===== config.mk =====
export PLATFORM = sky130hd
export DESIGN_NAME = laser_pool
export DESIGN_NICKNAME = d
export VERILOG_FILES = /design/src/rtl/laser_pool.sv
export SDC_FILE = /design/constraint.sdc
export NUM_CORES = 1
export LEC_CHECK = 0
export CAP_MARGIN = 40
export CORE_ASPECT_RATIO = 1.1
export CORE_MARGIN = 2
export CORE_UTILIZATION = 41
export CTS_CLUSTER_DIAMETER = 120
export DETAILED_ROUTE_END_ITERATION = 8
export PLACE_DENSITY_LB_ADDON = 0.25
export REMOVE_ABC_BUFFERS = 1
export SETUP_SLACK_MARGIN = 0.15
export SYNTH_ARGS = -nofsm -noshare
export SYNTH_HDL_FRONTEND = slang
export SYNTH_SLANG_ARGS = --single-unit

===== constraint.sdc =====
create_clock -name clk -period 3.15 [get_ports clk]
set_input_delay 0.4725 -clock clk [delete_from_list [all_inputs] [get_ports clk]]
set_output_delay 0.4725 -clock clk [all_outputs]
set_load 0.005 [all_outputs]

===== src/rtl/laser_pool.sv =====
// Pool of NB_SHOTS player projectiles: launch on fire edge, climb on enable,
// retire on hit or screen exit; merged shot colour for the pixel path.
module laser_pool #(
   parameter int         NB_SHOTS     = 4,
   parameter int         SPACESHIP_Y  = 440,
   parameter int         SCREEN_TOP   = 0,
   parameter int         LASER_WIDTH  = 2,
   parameter int         LASER_HEIGHT = 10,
   parameter int         STEP         = 4,
   parameter int         COOLDOWN     = 2,
   parameter int         H_VISIBLE    = 640,
   parameter logic [2:0] COLOR        = 3'b100
) (
   input  logic                          clk,
   input  logic                          reset,
   input  logic                          enable,
   input  logic                          fire,
   input  logic [9:0]                    gunPosition,
   input  logic [NB_SHOTS-1:0]           hit,
   input  logic [9:0]                    hPos,
   input  logic [9:0]                    vPos,
   output logic [10*NB_SHOTS-1:0]        xLaser,
   output logic [10*NB_SHOTS-1:0]        yLaser,
   output logic [NB_SHOTS-1:0]           active,
   output logic [$clog2(NB_SHOTS+1)-1:0] nbActive,
   output logic                          dropped,
   output logic [2:0]                    colorLaser
);

   localparam int CNT_W = $clog2(NB_SHOTS+1);
   localparam int CD_W  = (COOLDOWN < 2) ? 1 : $clog2(COOLDOWN+1);
   localparam logic [9:0] X_MAX   = 10'(H_VISIBLE - LASER_WIDTH);
   localparam logic [9:0] Y_START = 10'(SPACESHIP_Y - LASER_HEIGHT);
   localparam logic [9:0] Y_EXIT  = 10'(SCREEN_TOP + STEP);
   localparam logic [9:0] STEP_V  = 10'(STEP);
   localparam logic [CD_W-1:0] CD_LOAD = CD_W'(COOLDOWN);

   typedef enum logic {IDLE = 1'b0, FLYING = 1'b1} slot_e;

   slot_e          state_q [NB_SHOTS];
   slot_e          state_d [NB_SHOTS];
   logic [9:0]     x_q [NB_SHOTS];
   logic [9:0]     x_d [NB_SHOTS];
   logic [9:0]     y_q [NB_SHOTS];
   logic [9:0]     y_d [NB_SHOTS];
   logic           fire_d;
   logic [CD_W-1:0] cool_q;
   logic [CD_W-1:0] cool_d;
   logic           drop_d;
   logic           fire_edge;
   logic           launch;
   logic [NB_SHOTS-1:0] pick;
   logic [9:0]     x_launch;

   // pick is the lowest IDLE slot as seen at the start of the cycle
   always_comb begin : launch_sel
      fire_edge = fire & ~fire_d;
      pick      = '0;
      for (int i = 0; i < NB_SHOTS; i++) begin
         if (state_q[i] == IDLE && pick == '0) pick[i] = 1'b1;
      end
      launch   = fire_edge && (cool_q == '0) && (pick != '0);
      drop_d   = fire_edge && !launch;
      x_launch = (gunPosition > X_MAX) ? X_MAX : gunPosition;
      cool_d   = cool_q;
      if (launch) cool_d = CD_LOAD;
      else if (enable && cool_q != '0) cool_d = cool_q - 1'b1;
   end

   always_comb begin : slot_next
      for (int i = 0; i < NB_SHOTS; i++) begin
         state_d[i] = state_q[i];
         x_d[i]     = x_q[i];
         y_d[i]     = y_q[i];
         unique case (state_q[i])
            IDLE: begin
               if (launch && pick[i]) begin
                  state_d[i] = FLYING;
                  x_d[i]     = x_launch;
                  y_d[i]     = Y_START;
               end
            end
            FLYING: begin
               if (hit[i] || (enable && y_q[i] < Y_EXIT)) begin
                  state_d[i] = IDLE;
                  x_d[i]     = '0;
                  y_d[i]     = '0;
               end else if (enable) begin
                  y_d[i] = y_q[i] - STEP_V;
               end
            end
         endcase
      end
   end

   always_ff @(posedge clk or negedge reset) begin
      if (!reset) begin
         for (int i = 0; i < NB_SHOTS; i++) begin
            state_q[i] <= IDLE;
            x_q[i]     <= '0;
            y_q[i]     <= '0;
         end
         fire_d  <= 1'b0;
         cool_q  <= '0;
         dropped <= 1'b0;
      end else begin
         for (int i = 0; i < NB_SHOTS; i++) begin
            state_q[i] <= state_d[i];
            x_q[i]     <= x_d[i];
            y_q[i]     <= y_d[i];
         end
         fire_d  <= fire;
         cool_q  <= cool_d;
         dropped <= drop_d;
      end
   end

   // 11-bit bounds so a shot at the right/bottom edge cannot wrap
   always_comb begin : outs
      xLaser     = '0;
      yLaser     = '0;
      active     = '0;
      nbActive   = '0;
      colorLaser = '0;
      for (int i = 0; i < NB_SHOTS; i++) begin
         active[i]         = (state_q[i] == FLYING);
         xLaser[10*i +: 10] = x_q[i];
         yLaser[10*i +: 10] = y_q[i];
         nbActive          = nbActive + CNT_W'(active[i]);
         if (active[i]
             && hPos >= x_q[i]
             && {1'b0, hPos} < {1'b0, x_q[i]} + 11'(LASER_WIDTH)
             && vPos >= y_q[i]
             && {1'b0, vPos} < {1'b0, y_q[i]} + 11'(LASER_HEIGHT))
            colorLaser = COLOR;
      end
   end

endmodule


### Yosys cells after proc, flatten, opt, wreduce, memory -nomap -nowiden

Index checks and enable logic that the tools add are counted.

| storage, ports and cells | value |
|---|---|
| memories | 0 |
| ROM bits | 0 |
| bits in latches | 0 |
| register bits | 88 |
| memory bits (writable) | 0 |
| output and inout bits | 91 |
| input bits | 38 |

| operators by class | value |
|---|---|
| add/sub/neg operators | 16 |
| multiply operators | 0 |
| magnitude comparators | 21 |
| divide/modulo/power cells | 0 |
| shift-type cells | 0 |
| muxes and demuxes | 51 |
| equal/unequal tests | 12 |
| reductions and logical operators | 50 |
| bitwise gates (word level) | 6 |

Operators with widths:

| cell | number |
|---|---|
| 10-bit 2-to-1 mux | 21 |
| 10-bit one-hot mux with 2 select lines | 8 |
| 10-bit by 11-bit less-than comparator with 1-bit output | 8 |
| 10-bit >= comparator | 8 |
| 10-bit by 2-bit adder with 11-bit output (second input constant) | 4 |
| 10-bit by 4-bit adder with 11-bit output (second input constant) | 4 |
| 10-bit by 3-bit less-than comparator with 1-bit output (second input constant) | 4 |
| 10-bit by 3-bit subtractor with 10-bit output (second input constant) | 4 |
| 1-bit logical AND | 31 |
| 2-bit by 1-bit != test with 1-bit output (second input constant) | 8 |
| 2-bit AND reduction | 8 |
| 1-bit 2-to-1 mux | 12 |
| 3-bit 2-to-1 mux | 4 |
| 3-bit by 2-bit != test with 1-bit output (second input constant) | 4 |
| 10-bit greater-than comparator (second input constant) | 1 |
| 1-bit one-hot mux with 2 select lines | 4 |
| 1-bit inverter | 5 |
| 2-bit zero test | 2 |
| 1-bit logical OR | 4 |
| 2-bit 2-to-1 mux | 2 |
| 2-bit nonzero test | 2 |
| 4-bit nonzero test | 1 |
| 2-bit by 1-bit adder with 3-bit output | 1 |
| 3-bit by 1-bit adder with 3-bit output | 1 |
| 5 further kinds | 5 |

### Logic depth before layout (Yosys ltp)

| logic depth | value |
|---|---|
| depth after elaboration | 14 |
| depth in mapped cells | 15 |

### Worst setup path after synthesis

Ideal clock, no wire load.

| timing | value |
|---|---|
| path type | reg-to-output |
| from | register y_q (netlist bit yLaser[13]) |
| to | output colorLaser[2] |
| arrival time | 2.605 ns |
| stages on the path, launching flop included | 14 |
| setup slack | 0.072 ns |
| cells stage by stage | dfrtp_1 > clkbuf_1 > inv_1 > ha_1 > a21oi_1 > nor4_1 > xnor2_1 > ha_1 > o21a_1 > o21a_1 > o32ai_1 > a31oi_1 > or4_1 > nand4_1 |

| between the ends | value |
|---|---|
| word-level cells in the longest chain between the ends | 6 |
| elaborated cells between the ends (all ways) | 8 |

Ends and longest elaborated chain:

| what | RTL line | RTL |
|---|---|---|
| start: declaration | 44 | `logic [9:0] y_q [NB_SHOTS];` |
| start signal: indexed assignment | 110 | `y_q[i] <= y_d[i];` |
| 10-bit by 4-bit adder with 11-bit output or 10-bit >= comparator (tied branches) | 134, 133 |  |
| 10-bit by 11-bit less-than comparator with 1-bit output or 1-bit logical AND (tied branches) | 134, 133 |  |
| 1-bit logical AND (*) | 134 | `&& {1'b0, vPos} < {1'b0, y_q[i]} + 11'(LASER_HEIGHT))` |
| 3-bit 2-to-1 mux (*) (3 in a row) | 130 | `if (active[i]` |
| end: declaration | 27 | `output logic [2:0] colorLaser` |

Mark *: on every way between the ends. The rest lies on a longest branch, timed or not.

### Worst setup path in the final report

| timing | value |
|---|---|
| from | register y_q (netlist bit yLaser[32]) |
| to | output colorLaser[2] |

| between the ends | value |
|---|---|
| word-level cells in the longest chain between the ends | 4 |
| elaborated cells between the ends (all ways) | 6 |

Ends and longest elaborated chain:

| what | RTL line |
|---|---|
| 10-bit by 4-bit adder with 11-bit output or 10-bit >= comparator (tied branches) | 134, 133 |
| 10-bit by 11-bit less-than comparator with 1-bit output or 1-bit logical AND (tied branches) | 134, 133 |
| 1-bit logical AND (*) | 134 |
| 3-bit 2-to-1 mux (*) | 130 |

Marked as above.

==> results_tabular.tex <==
\begin{tabular}{lr}
\hline
Metric & Value \\
\hline
\multicolumn{2}{l}{\textbf{CTS}} \\
\quad Clock Tree Buf Depth & 2 \\
\quad H-tree levels & 3 \\
\quad Total CTS buffers & 9 \\
\quad Clock transition at the registers of the reported paths & 0.06 ns \\
\quad TritonCTS clock tree & done \\
\quad Worst-skew pair later-pin latency & 0.36 ns \\
\quad Clock Sinks & 84 \\
\quad Clock root buffer & sky130\_fd\_sc\_hd\_\_clkbuf\_16 \\
\quad Number of buffers inserted by hold repair at cts & 0 \\
\multicolumn{2}{l}{\textbf{Detailed routing}} \\
\quad Via density per instance & between 5 and 6 \\
\quad Drt first pass iters & 5 \\
\quad Routed vias & $\sim$8200 \\
\quad DRC marker count from the first detailed-route iteration & about 400 \\
\quad Post-detailed-routing wire length & $\sim$26000 um \\
\quad Number of design rule violations left after detail routing & 0 \\
\quad Remaining antenna violation count after routing & 0 \\
\quad Drt wl/cell & 17.2 um \\
\multicolumn{2}{l}{\textbf{Yosys}} \\
\quad Mapped Area & 0.00817 mm2 \\
\quad Synth cell types & between 60 and 70 \\
\quad Syn avg cell area & 8.68 um2 \\
\quad Warnings from Yosys & 0 \\
\quad Count of mapped cells out of synthesis & 941 \\
\quad Seq/Total Area, Yosys & between 20\% and 30\% \\
\quad Synth async-reset ratio & 100\% \\
\quad Number of synthesized flops with an enable pin & 0 \\
\quad Flop and latch count out of synthesis & 84 \\
\quad Commonest register cell after synthesis & sky130\_fd\_sc\_hd\_\_dfrtp\_1 \\
\multicolumn{2}{l}{\textbf{Placement}} \\
\quad RD Place Congestion & between 0.9 and 1 \\
\quad Post-placement worst setup slack & -0.652 ns \\
\quad Port Buffer Count & about 120 \\
\quad Post-detail-place hpwl & between 20000 and 25000 um \\
\quad Instance area at placement & about 0.011 mm2 \\
\multicolumn{2}{l}{\textbf{Global route}} \\
\quad Number of global-route vias before repair & 8113 \\
\quad Global-route usage over all layers & around a quarter \\
\quad Total gr overflow & 0 \\
\quad First-pass GRT wire length & about 41000 um \\
\quad Largest net degree at the start of global routing & 47 \\
\quad Number of antenna violations at the first check in global routing & 0 \\
\multicolumn{2}{l}{\textbf{Setup path}} \\
\quad Crit path capture & colorLaser[2] \\
\quad CP endpoint kind & primary output \\
\quad Worst reg2reg endpoint & yLaser[28] \\
\quad Startpoint-to-endpoint class of the critical path & reg -> out \\
\quad Arrival time at the worst endpoint & about 3.2 ns \\
\quad CP startpoint kind & flop \\
\quad Startpoint of the lowest-slack register-to-register path & active[0] \\
\quad Maximum fanout along the worst path & 3 \\
\quad Worst setup slack for register-to-register paths & between 0.3 and 0.4 ns \\
\quad Data required time at the worst endpoint & about 2.7 ns \\
\quad Worst Reg-to-Reg Cells & 9 \\
\quad Origin of the worst setup path & yLaser[32] \\
\multicolumn{2}{l}{\textbf{Final layout}} \\
\quad Net count of the finished layout & about 1500 \\
\quad Antenna cells & 0 \\
\quad Core utilization of the finished layout & 58.5\% \\
\quad Fraction of layout cells with a size suffix above 1 & about a fifth \\
\quad Number of fill cells in the layout & roughly 1800 \\
\quad Area of all placed cells without fillers & 0.0115 mm2 \\
\quad Area Overhead vs Synth & 40.8\% \\
\multicolumn{2}{l}{\textbf{Timing}} \\
\quad Worst Hold Margin & 0.0998 ns \\
\quad Setup tns final & -0.492 ns \\
\quad Worst-case clock skew & 0.00872 ns \\
\quad Transition at the pin with the smallest max-transition slack & roughly 0.65 ns \\
\quad Worst max-slew margin expressed relative to the limit & around 56\% \\
\quad Timing-limited maximum frequency & 275 MHz \\
\quad Pins over their slew limit & 0 \\
\quad Worst setup slack after layout & -0.492 ns \\
\quad Final critical-path share of the clock period & 116\% \\
\quad RSZ-0062 raised after global routing & true \\
\quad Setup violators final & 1 \\
\quad Fin crit period & 3.64 ns \\
\quad Final hold violations & 0 \\
\multicolumn{2}{l}{\textbf{Floorplan}} \\
\quad Row Count & 54 \\
\quad Count of pins on the block boundary & 129 \\
\quad Initial core utilization & 41.5\% \\
\quad Core Footprint & around 0.02 mm2 \\
\quad Die Ht & between 150 and 200 um \\
\quad Die Outline Area & about 0.021 mm2 \\
\quad Width of the die & about 140 um \\
\multicolumn{2}{l}{\textbf{Run}} \\
\quad Number of max-capacitance violations reported & 0 \\
\multicolumn{2}{l}{\textbf{Pwr}} \\
\quad Power density over the cells & $\sim$700 mW/mm2 \\
\quad Worst vdd ir & around 430 uV \\
\quad Leakage power & between 5 and 6 nW \\
\multicolumn{2}{l}{\textbf{Worst hold path}} \\
\quad Class of the worst hold path & in -> async \\
\multicolumn{2}{l}{\textbf{Status}} \\
\quad Outcome & complete, but fails checks \\
\quad Violations in the final reports & setup timing \\
\hline
\end{tabular}
layer usage:
| metal | global-route usage [%] | part of all wire [%] | routed length, um | vias up |
|---|---|---|---|---|
| met1 | 29.2 | 42 | 10800 | 3915 |
| met3 | 3.37 | 4.7 | 1220 | 58 |
| met2 | 44.4 | 50 | 13000 | 249 |
| li1 | - | - | - | 4012 |
| met4 | 10.3 | 3.5 | 911 | 0 |
| met5 | 0 | 0 | 0 | - |
worst max-delay path, stage by stage (launching register included):
cell	delay [ns]
sky130_fd_sc_hd__dfrtp_1	0.38
sky130_fd_sc_hd__buf_4	0.14
sky130_fd_sc_hd__ha_4	0.12
sky130_fd_sc_hd__a21oi_2	0.05
sky130_fd_sc_hd__nor2_1	0.14
sky130_fd_sc_hd__nand4_1	0.11
sky130_fd_sc_hd__xnor2_1	0.21
sky130_fd_sc_hd__ha_1	0.31
sky130_fd_sc_hd__a2111oi_4	0.29
sky130_fd_sc_hd__o211ai_1	0.14
sky130_fd_sc_hd__a21oi_1	0.18
sky130_fd_sc_hd__or4b_4	0.48
sky130_fd_sc_hd__nand4_1	0.13
sky130_fd_sc_hd__buf_2	0.14
flip-flops by register name, indices dropped and copies added, names as in the netlist:
signal and cells:
active 4, dropped 1, xLaser 40, cool_q 2, fire_d 1, yLaser 36
cells in the mapped netlist, drive strengths merged (3+ instances only):
library cell | instances | area [um2]
a2111oi | 4 | 35.0
a211oi | 9 | 67.6
a21o | 15 | 113
a21oi | 59 | 314
a22o | 4 | 35.0
a31oi | 12 | 87.6
and2 | 7 | 43.8
and3 | 8 | 50.1
buf | 11 | 85.1
clkbuf | 12 | 45.0
dfrtp | 84 | 2100
ha | 169 | 2110
inv | 89 | 334
nand2 | 73 | 274
nand2b | 19 | 119
nand3 | 41 | 205
nand4 | 15 | 93.8
nor2 | 49 | 184
nor2b | 9 | 56.3
nor3 | 18 | 90.1
nor3b | 3 | 32.5
nor4 | 8 | 56.3
o2111ai | 6 | 52.6
o211ai | 6 | 45.0
o21a | 11 | 82.6
o21ai | 61 | 313
o221ai | 3 | 26.3
o22a | 4 | 35.0
o22ai | 21 | 131
o31ai | 8 | 60.1
or2 | 3 | 18.8
or3 | 3 | 18.8
or4 | 4 | 30.0
xnor2 | 64 | 561
xor2 | 4 | 35.0
worst min path at each step:
stage / slack [ns] / cells past startpoint / endpoint
after floorplan: 0.18 / 0 / active[0]
after global placement: 0.47 / 2 / cool_q[1]
after detailed placement: 0.48 / 2 / cool_q[1]
after CTS: 0.11 / 1 / yLaser[29]
after global routing: 0.14 / 1 / yLaser[27]
final: 0.1 / 1 / yLaser[27]
where the power goes:
group | switching (W) | total (W) | internal (W)
clock | 0.000471 | 0.00120 | 0.000733
combinational | 0.00248 | 0.00522 | 0.00274
sequential | 0.000242 | 0.00163 | 0.00139
logic make-up after synthesis:
family                   synth area share, %
AND/OR/NAND/NOR                         16.2
flip-flops                              25.7
XOR/XNOR                                7.29
other                                 0.0459
adder cells (fa/ha/maj)                 26.1
buffers and inverters                   5.78
AO/OA/AOI/OAI                           18.8
cell type report:
type	count	area [um2]	area share, %
sequential	84	2100	18.3
clock inverter	4	72.6	0.631
inverter	91	347	3.01
clock buffer	11	253	2.20
timing repair buffer	320	2720	23.7
multi-input combinational	748	5680	49.4
tap	252	315	2.74
timing repair:
action | in CTS | in global routing
gates cloned | 0 | 0
resized for setup | 12 | 12
setup buffers | 1 | 4
endpoints found under the setup margin | 2 | 2
pin swaps | 7 | 9
layout by cell type (no fill, tap or decap), types with 8 or more instances in the layout:
master and n:
sky130_fd_sc_hd__buf_4 198, sky130_fd_sc_hd__ha_1 167, sky130_fd_sc_hd__clkdlybuf4s50_1 119, sky130_fd_sc_hd__inv_1 86
sky130_fd_sc_hd__dfrtp_1 84, sky130_fd_sc_hd__nand2_1 73, sky130_fd_sc_hd__xnor2_1 62, sky130_fd_sc_hd__o21ai_0 55
sky130_fd_sc_hd__a21oi_1 53, sky130_fd_sc_hd__nor2_1 49, sky130_fd_sc_hd__nand3_1 41, sky130_fd_sc_hd__o22ai_1 21
sky130_fd_sc_hd__nand2b_1 19, sky130_fd_sc_hd__nor3_1 18, sky130_fd_sc_hd__nand4_1 15, sky130_fd_sc_hd__a21o_1 15
sky130_fd_sc_hd__o21a_1 11, sky130_fd_sc_hd__a31oi_1 10, sky130_fd_sc_hd__a211oi_1 9, sky130_fd_sc_hd__nor2b_1 9
sky130_fd_sc_hd__clkbuf_16 9, sky130_fd_sc_hd__and3_1 8, sky130_fd_sc_hd__o31ai_1 8
metrics by stage:
step	instances	power (W)
after floorplan	923	0.00433
after global placement	1490	0.00666
after detailed placement	1490	0.00678
after CTS	1506	0.00805
after global routing	1510	0.00875
final	1510	0.00805
No activity file was read; power rests on OpenSTA's default activity.
